`config.mk`:
```
export PLATFORM = sky130hd
export DESIGN_NAME = rs232_sample_window
export DESIGN_NICKNAME = d
export VERILOG_FILES = /design/src/rtl/glove_pkg.sv /design/src/rtl/sample_shift_window.sv /design/src/rtl/rs232_sample_window.sv
export SDC_FILE = /design/constraint.sdc
export NUM_CORES = 1
export LEC_CHECK = 0
export ABC_AREA = 1
export CAP_MARGIN = 20
export CORE_MARGIN = 2
export CORE_UTILIZATION = 32
export CTS_CLUSTER_DIAMETER = 100
export DETAILED_ROUTE_END_ITERATION = 8
export HOLD_SLACK_MARGIN = 0.03
export PLACE_DENSITY_LB_ADDON = 0.05
export SYNTH_ARGS = -nofsm -noshare
export SYNTH_HDL_FRONTEND = slang
export SYNTH_HIERARCHICAL = 1
export SYNTH_SLANG_ARGS = --single-unit
```
`constraint.sdc`:
```
create_clock -name i_clk -period 1.34 [get_ports i_clk]
set_input_delay 0.201 -clock i_clk [delete_from_list [all_inputs] [get_ports i_clk]]
set_output_delay 0.201 -clock i_clk [all_outputs]
set_load 0.02 [all_outputs]
```
`src/rtl/glove_pkg.sv`:
```
`default_nettype none
// ============================================================================
// Module      : glove_pkg
// Description : Shared UART register map, state encoding and sample type for
//               the glove acquisition front end.
// Revision    : 1.0 - initial release
// ============================================================================
package glove_pkg;

    localparam logic [4:0] RX_BASE     = 5'd0;
    localparam logic [4:0] TX_BASE     = 5'd4;
    localparam logic [4:0] STATUS_BASE = 5'd8;

    localparam int RX_OK_BIT = 7;
    localparam int TX_OK_BIT = 6;

    typedef enum logic [1:0] {
        S_QUERY_RX = 2'd0,
        S_READ_RX  = 2'd1,
        S_QUERY_TX = 2'd2,
        S_WRITE_TX = 2'd3
    } uart_state_t;

    typedef logic [15:0] sample_t;

    // Register offset each state talks to.
    function automatic logic [4:0] state_address(input uart_state_t s);
        logic [4:0] addr;
        addr = STATUS_BASE;
        case (s)
            S_READ_RX:  addr = RX_BASE;
            S_WRITE_TX: addr = TX_BASE;
            default:    addr = STATUS_BASE;
        endcase
        return addr;
    endfunction

endpackage
`default_nettype wire

```
`src/rtl/sample_shift_window.sv`:
```
`default_nettype none
// ============================================================================
// Module      : sample_shift_window
// Description : Pairs bytes into big-endian samples, shifts them into a
//               sliding window and raises a strobe on first fill / stride.
// Revision    : 1.0 - initial release
// ============================================================================
module sample_shift_window
    import glove_pkg::*;
#(
    parameter int WIN_LEN = 40,
    parameter int STRIDE  = 8
) (
    input  logic                     i_clk,
    input  logic                     i_rst_n,
    input  logic                     i_flush,
    input  logic [7:0]               i_byte,
    input  logic                     i_byte_valid,
    output logic [0:WIN_LEN-1][15:0] o_data,
    output logic                     o_next,
    output logic                     o_full
);

    localparam int FILL_W   = $clog2(WIN_LEN + 1);
    localparam int STRIDE_W = (STRIDE > 1) ? $clog2(STRIDE) : 1;

    localparam logic [FILL_W-1:0]   c_fill_max    = FILL_W'(WIN_LEN);
    localparam logic [FILL_W-1:0]   c_fill_last   = FILL_W'(WIN_LEN - 1);
    localparam logic [FILL_W-1:0]   c_fill_one    = FILL_W'(1);
    localparam logic [STRIDE_W-1:0] c_stride_last = STRIDE_W'(STRIDE - 1);
    localparam logic [STRIDE_W-1:0] c_stride_one  = STRIDE_W'(1);

    logic [0:WIN_LEN-1][15:0] r_win;
    logic                     r_phase;
    logic [7:0]               r_hi;
    logic [FILL_W-1:0]        r_fill_cnt;
    logic [STRIDE_W-1:0]      r_stride_cnt;
    logic                     r_next;

    sample_t w_sample;
    logic    w_sample_done;

    assign w_sample      = {r_hi, i_byte};
    assign w_sample_done = i_byte_valid & r_phase;

    always_ff @(posedge i_clk or negedge i_rst_n) begin
        if (!i_rst_n) begin
            r_win        <= '0;
            r_phase      <= 1'b0;
            r_hi         <= 8'h00;
            r_fill_cnt   <= '0;
            r_stride_cnt <= '0;
            r_next       <= 1'b0;
        end else begin
            r_next <= 1'b0;

            if (i_byte_valid) begin
                r_phase <= ~r_phase;
                if (!r_phase) begin
                    r_hi <= i_byte;
                end else begin
                    r_win <= {w_sample, r_win[0:WIN_LEN-2]};
                end
            end

            // Fill counter saturates; the stride counter only runs once full.
            if (w_sample_done) begin
                if (r_fill_cnt != c_fill_max) begin
                    r_fill_cnt <= r_fill_cnt + c_fill_one;
                    if (r_fill_cnt == c_fill_last) begin
                        r_next <= 1'b1;
                    end
                end else if (r_stride_cnt == c_stride_last) begin
                    r_stride_cnt <= '0;
                    r_next       <= 1'b1;
                end else begin
                    r_stride_cnt <= r_stride_cnt + c_stride_one;
                end
            end

            // Flush overrides counter updates but lets a completing sample shift in.
            if (i_flush) begin
                r_phase      <= 1'b0;
                r_fill_cnt   <= '0;
                r_stride_cnt <= '0;
                r_next       <= 1'b0;
            end
        end
    end

    assign o_data = r_win;
    assign o_next = r_next;
    assign o_full = (r_fill_cnt == c_fill_max);

endmodule
`default_nettype wire

```
`src/rtl/rs232_sample_window.sv`:
```
`default_nettype none
// ============================================================================
// Module      : rs232_sample_window
// Description : Avalon-MM master polling the RS232 UART; received bytes are
//               optionally echoed and fed to the sample window.
// Revision    : 1.0 - initial release
// ============================================================================
module rs232_sample_window
    import glove_pkg::*;
#(
    parameter int WIN_LEN = 40,
    parameter int STRIDE  = 8,
    parameter int ECHO    = 1
) (
    input  logic                     i_clk,
    input  logic                     i_rst_n,
    output logic [4:0]               avm_address,
    output logic                     avm_read,
    input  logic [31:0]              avm_readdata,
    output logic                     avm_write,
    output logic [31:0]              avm_writedata,
    input  logic                     avm_waitrequest,
    input  logic                     i_flush,
    output logic [0:WIN_LEN-1][15:0] o_data,
    output logic                     o_next,
    output logic                     o_full
);

    uart_state_t r_state;
    uart_state_t w_state_nxt;

    logic [4:0] r_address;
    logic [4:0] w_address_nxt;
    logic       r_read;
    logic       w_read_nxt;
    logic       r_write;
    logic       w_write_nxt;
    logic [7:0] r_tx_byte;

    logic w_accept;
    logic w_byte_valid;
    logic w_unused_rdata;

    assign w_accept       = ~avm_waitrequest;
    assign w_byte_valid   = (r_state == S_READ_RX) && w_accept;
    assign w_unused_rdata = ^avm_readdata[31:8];

    // State and command registers; commands are loaded from the next state so
    // they stay put for as long as the slave stalls.
    always_ff @(posedge i_clk or negedge i_rst_n) begin
        if (!i_rst_n) begin
            r_state   <= S_QUERY_RX;
            r_address <= STATUS_BASE;
            r_read    <= 1'b1;
            r_write   <= 1'b0;
            r_tx_byte <= 8'h00;
        end else begin
            r_state   <= w_state_nxt;
            r_address <= w_address_nxt;
            r_read    <= w_read_nxt;
            r_write   <= w_write_nxt;
            if (w_byte_valid) begin
                r_tx_byte <= avm_readdata[7:0];
            end
        end
    end

    always_comb begin
        w_state_nxt = r_state;
        case (r_state)
            S_QUERY_RX: begin
                if (w_accept && avm_readdata[RX_OK_BIT]) begin
                    w_state_nxt = S_READ_RX;
                end
            end
            S_READ_RX: begin
                if (w_accept) begin
                    w_state_nxt = (ECHO != 0) ? S_QUERY_TX : S_QUERY_RX;
                end
            end
            S_QUERY_TX: begin
                if (w_accept && avm_readdata[TX_OK_BIT]) begin
                    w_state_nxt = S_WRITE_TX;
                end
            end
            S_WRITE_TX: begin
                if (w_accept) begin
                    w_state_nxt = S_QUERY_RX;
                end
            end
            default: w_state_nxt = S_QUERY_RX;
        endcase
    end

    always_comb begin
        w_address_nxt = state_address(w_state_nxt);
        w_write_nxt   = (w_state_nxt == S_WRITE_TX);
        w_read_nxt    = ~w_write_nxt;
    end

    assign avm_address   = r_address;
    assign avm_read      = r_read;
    assign avm_write     = r_write;
    assign avm_writedata = {24'h000000, r_tx_byte};

    sample_shift_window #(
        .WIN_LEN (WIN_LEN),
        .STRIDE  (STRIDE)
    ) u_window (
        .i_clk        (i_clk),
        .i_rst_n      (i_rst_n),
        .i_flush      (i_flush),
        .i_byte       (avm_readdata[7:0]),
        .i_byte_valid (w_byte_valid),
        .o_data       (o_data),
        .o_next       (o_next),
        .o_full       (o_full)
    );

endmodule
`default_nettype wire
```
## After elaboration in Yosys (flattened, before gate mapping)

Cells that the tools add are included.

| operators by class | value |
|---|---|
| equality and inequality tests | 10 |
| shift operators | 0 |
| bitwise operators | 4 |
| multiply operators | 0 |
| divide/modulo/power cells | 0 |
| reductions and logical operators | 11 |
| mux-type cells | 20 |
| order comparisons | 0 |
| add/subtract/negate cells | 2 |

Operators with widths:

| kind | count |
|---|---|
| 6-bit 2-to-1 mux | 3 |
| 6-bit == test (second input constant) | 2 |
| 3-bit 2-to-1 mux | 4 |
| 2-bit 2-to-1 mux | 4 |
| 2-bit one-hot mux with 4 select lines | 1 |
| 4-bit one-hot mux with 2 select lines | 1 |
| 2-bit AND reduction | 4 |
| 1-bit 2-to-1 mux | 7 |
| 6-bit by 1-bit adder with 6-bit output (second input constant) | 1 |
| 2-bit == test (second input constant) | 3 |
| 6-bit inequality test (second input constant) | 1 |
| 2-bit nonzero test | 3 |
| 2-bit by 1-bit == test with 1-bit output (second input constant) | 2 |
| 3-bit by 1-bit adder with 3-bit output (second input constant) | 1 |
| 3-bit == test (second input constant) | 1 |
| 1-bit logical AND | 3 |
| 1-bit NOT | 3 |
| 2-bit zero test | 1 |
| 2-bit inequality test (second input constant) | 1 |
| 1-bit AND | 1 |

| word-level totals | value |
|---|---|
| word-level logic and storage cells | 97 |
| bits in read-only memories | 0 |
| output and inout port bits | 681 |
| memories kept | 0 |
| memory bits (writable) | 0 |
| latch bits | 0 |
| register bits after elaboration | 676 |
| input bits | 36 |

## Logic depth before layout (Yosys ltp)

| depth | value |
|---|---|
| depth in word-level cells | 6 |
| gate-level depth with buffers | 10 |
| gate-level depth less buffers | 9 |

## Modules after synthesis

Netlist, hierarchy kept.

Modules (own cells, without submodules):

| module | area an instance (um^2) | times used | seq. area each (um^2) | cells each |
|---|---|---|---|---|
| sample_shift_window | 24541.0 | 1 | 16490.8 | 2508 |
| rs232_sample_window | 747.0 | 1 | 327.8 | 91 |

## Worst setup path after synthesis

No wires, ideal clock.

| path | value |
|---|---|
| path type | flip-flop to flip-flop |
| from | register r_state[0] |
| to | register u_window.r_win, in the netlist u_window/o_data[576] |
| arrival | 1.333 ns |
| cell stages (with the launch flop) | 9 |
| clock period less this slack | 1.464 ns |
| path buffers | 3 |
| path slack | -0.124 ns |
| setup time | 0.131 ns |
| data required time | 1.209 ns |
| cells stage by stage | dfrtp_1 > nand2_2 > nor2_4 > nand2_2 > buf_6 > buf_2 > buf_2 > nand2_1 > o21ai_0 |

| on the way | value |
|---|---|
| cells in the longest elaborated chain, start to end | 3 |

RTL lines:

| element | RTL line | RTL |
|---|---|---|
| start, declared | rs232_sample_window.sv:29 | `uart_state_t r_state;` |
| start signal, assigned | rs232_sample_window.sv:58 | `r_state <= w_state_nxt;` |
| 2-bit by 1-bit == test with 1-bit output | rs232_sample_window.sv:45 | `assign w_byte_valid = (r_state == S_READ_RX) && w_accept;` |
| 1-bit logical AND | rs232_sample_window.sv:45 |  |
| net w_byte_valid | rs232_sample_window.sv:41 | `logic w_byte_valid;` |
| 2-bit AND reduction (no line) | -- |  |
| end signal, assigned | sample_shift_window.sv:62 | `r_win <= {w_sample, r_win[0:WIN_LEN-2]};` |
| end, declared | sample_shift_window.sv:33 | `logic [0:WIN_LEN-1][15:0] r_win;` |

The timed path passes the listed nets, and every way through them passes these cells.
A chain may end at the register's enable or synchronous reset.

## Final worst setup path

| path | value |
|---|---|
| from | register u_window.r_fill_cnt[0] |
| to | output o_full |

| on the way | value |
|---|---|
| cells in the longest elaborated chain, start to end | 1 |

RTL lines:

| element | RTL line | RTL |
|---|---|---|
| start, declared | sample_shift_window.sv:36 | `logic [FILL_W-1:0] r_fill_cnt;` |
| start signal, assigned | sample_shift_window.sv:69 | `r_fill_cnt <= r_fill_cnt + c_fill_one;` |
| 6-bit == test | sample_shift_window.sv:93 | `assign o_full = (r_fill_cnt == c_fill_max);` |
| end, declared | rs232_sample_window.sv:26 | `output logic o_full` |

Every way passes these cells.

==> results.toml <==
[synthesis]
ys.flop_type = "dfrtp_1"
ys_seq_area_frac = 0.665
yosys_warnings = 6
synthArstFlopShare = 1.00
synth_area_per_cell_um2 = 9.73
synth-edff-count = 0
synth_area_um2 = 25300
syn_inst = 2599
synth-seq-cells = 672
ys_types = 24

[floorplanning]
initial_utilization = 0.322
fp.dieW_um = 285
core_area_um2 = 78600
fp.dieArea_um2 = 81300
die_h_um = 285
io_pins = 717
rows = 103

[run]
max_cap_viol_count = 0

[run_status]
status = "finished, violations left"
violations = "negative setup slack"

[pwr]
vdd_drop_max_uv = 1330
p_leak_nw = 23.2
powerDensity_nw_per_um2 = 2670

[final_layout]
regArea_um2 = 16800
area_delta_synth_final_pct = 80.6
nets = 3879
multiInputGateArea_um2 = 8120
fill_cells = 6646
layout-drive-gt1-share = 0.466
final_core_util = 0.581

[timing]
setup_slack_ns = -0.516
slew_violations = 0
final-hold-violation-count = 0
setup_viol = 1177
finalCriticalPeriod_ns = 1.86
max_freq_mhz = 539
fin_skew_ns = 0.0266
tns_ns = -141.46
period_share = 1.38
rsz0062_at_grt = "true"

[place]
gp_congestion = 0.852
dp_hpwl_um = 68300
io_buffers = 665

[global_route]
grt_pass1_wl_um = 144000
antenna_found_initial = 1
grt_max_degree = 92
grt_pass1_vias = 22800
grt.overflow.total = 0
grt.total_usage = 0.233

[route]
drt-vias-per-instance = 4.67
dr.first_iter.drc_count = 1223
postRouteAntennaNets = 0
wire_per_inst_um = 22.4
drc = 0
vias = 23100
firstDrtPassIters = 5
finalWirelength_um = 111000

[worst_setup_path]
cp-start-kind = "flip-flop"
r2r_slack_ns = -0.34
critPathArrivalTime_ns = 1.65
cp-end-kind = "output port"
crit_type = "reg2out"
crit_fanout = 2
worstPathRequired_ns = 1.14

[clock_network]
cts-buffers-inserted = 75
clock_latency_ns = 0.63
tritoncts = "built"
clockRootBuffer = "clkbuf_16"
clock-sinks = 672
ctsHtreeMaxLevel = 3
cts.path.max_buffers = 3
clk_pin_slew_ns = 0.06

[hold_path]
hp-class = "in2reg"
## Yosys cell counts (4+ instances only)
| library cell | n | area share |
|---|---|---|
| o21ai_1 | 135 | 0.027 |
| dfrtp_1 | 670 | 0.66 |
| nor2_1 | 18 | 0.0027 |
| buf_6 | 21 | 0.0094 |
| inv_1 | 329 | 0.049 |
| nand3_1 | 14 | 0.0028 |
| o21ai_0 | 500 | 0.099 |
| buf_4 | 33 | 0.0098 |
| ha_1 | 4 | 0.0020 |
| nand2_1 | 744 | 0.11 |
| clkbuf_1 | 53 | 0.0079 |
| buf_2 | 62 | 0.012 |
## path summary, 6_finish.rpt
kind,startpoint,to,depth (start not counted)
max reg2reg,r_state[0],u_window/o_data[187],9
min reg2reg,u_window/r_hi[2],u_window/r_hi[2],2
max,u_window/r_fill_cnt[0],o_full,6
min in group asynchronous,i_rst_n,u_window/o_data[102],3
max in group asynchronous,i_rst_n,u_window/o_data[129],3
min,avm_readdata[0],r_tx_byte[0],3
## logic make-up after synthesis
family | synth area share
AO/OA/AOI/OAI | 0.126
adder cells (fa/ha/maj) | 0.00198
buffers and inverters | 0.0888
flip-flops | 0.665
other | 0.000148
AND/OR/NAND/NOR | 0.118
## sequential cells by signal, indices dropped and copies added, names as in the netlist
name,flops
u_window/o_data,640
r_tx_byte,8
u_window/r_hi,8
u_window/r_fill_cnt,6
u_window/r_stride_cnt,3
r_state,2
avm_address,1
avm_read,1
avm_write,1
u_window/o_next,1
u_window/r_phase,1
## metal layers
| layer | GRT usage | routed length [um] | vias up |
|---|---|---|---|
| met5 | 0 | 0 | - |
| met4 | 0.0730 | 3610 | 0 |
| met3 | 0.0710 | 7930 | 176 |
| met2 | 0.409 | 56800 | 701 |
| met1 | 0.272 | 42100 | 11600 |
| li1 | - | - | 10600 |
## worst max-delay path, cell delays in order, from the launching register on
cell,delay (ns)
dfrtp_1,0.40
inv_2,0.09
ha_4,0.15
nand3_4,0.07
nor2_4,0.13
buf_6,0.12
buf_12,0.10
## layout by cell type, fill, tap and decap left out, types with 4 or more instances in the layout
cell type | netlist | layout
buf_6 | 21 | 657
dfrtp_1 | 670 | 653
nand2_1 | 744 | 518
buf_4 | 33 | 417
inv_1 | 329 | 326
o21ai_0 | 500 | 253
o21ai_1 | 135 | 234
clkbuf_16 | 0 | 153
o21ai_2 | 0 | 147
nand2_4 | 0 | 123
nand2_2 | 2 | 104
buf_12 | 0 | 81
buf_16 | 0 | 31
buf_8 | 0 | 29
conb_1 | 1 | 27
clkbuf_8 | 0 | 19
clkbuf_1 | 53 | 18
dfrtp_2 | 0 | 17
nor2_1 | 18 | 16
nand3_1 | 14 | 13
clkdlybuf4s50_1 | 0 | 10
clkinv_2 | 0 | 6
bufinv_16 | 0 | 5
nor2_4 | 1 | 4
clkinv_8 | 0 | 4
clkinv_16 | 0 | 4
## through the flow
step / hold WS (ns) / instances / setup WS [ns] / total power, mW / area (um2)
final: 0.188 / 4942 / -0.516 / 122 / 45700
after global routing: 0.197 / 4942 / -0.580 / 128 / 45700
after CTS: 0.156 / 4818 / -0.603 / 117 / 41100
after detailed placement: 0.0686 / 4400 / -0.633 / 86.4 / 35000
after global placement: 0.0749 / 4400 / -0.618 / 86.1 / 35000
after floorplan: -0.0946 / 2625 / -0.124 / 55.6 / 25400
## report_power, final
group	leakage [nW]	internal, mW	switching, mW	total (mW)
sequential	8.25	29.8	8.49	38.3
combinational	13.7	30.6	32.1	62.7
clock	1.23	12.6	8.53	21.1
total	23.2	72.9	49.2	122
## area by class of cell
type	instances	area share
Antenna cell	1	0.0000548
Timing Repair inverter	3	0.00197
Inverter	331	0.0278
Sequential cell	672	0.369
Multi-Input combinational cell	1451	0.178
Tap cell	1050	0.0288
Clock buffer	114	0.0494
Clock inverter	15	0.00537
Timing Repair Buffer	1305	0.340
## repair_timing
item | in CTS | in global routing
hold endpoints to repair | 671 | 0
cloned | 17 | 99
resized for setup | 4058 | 797
endpoints found under the setup margin | 1209 | 1312
pin swaps | 5 | 10
setup buffers | 270 | 26
hold buffers | 2 | 0
Note: power is estimated with default switching activity, not from simulation.
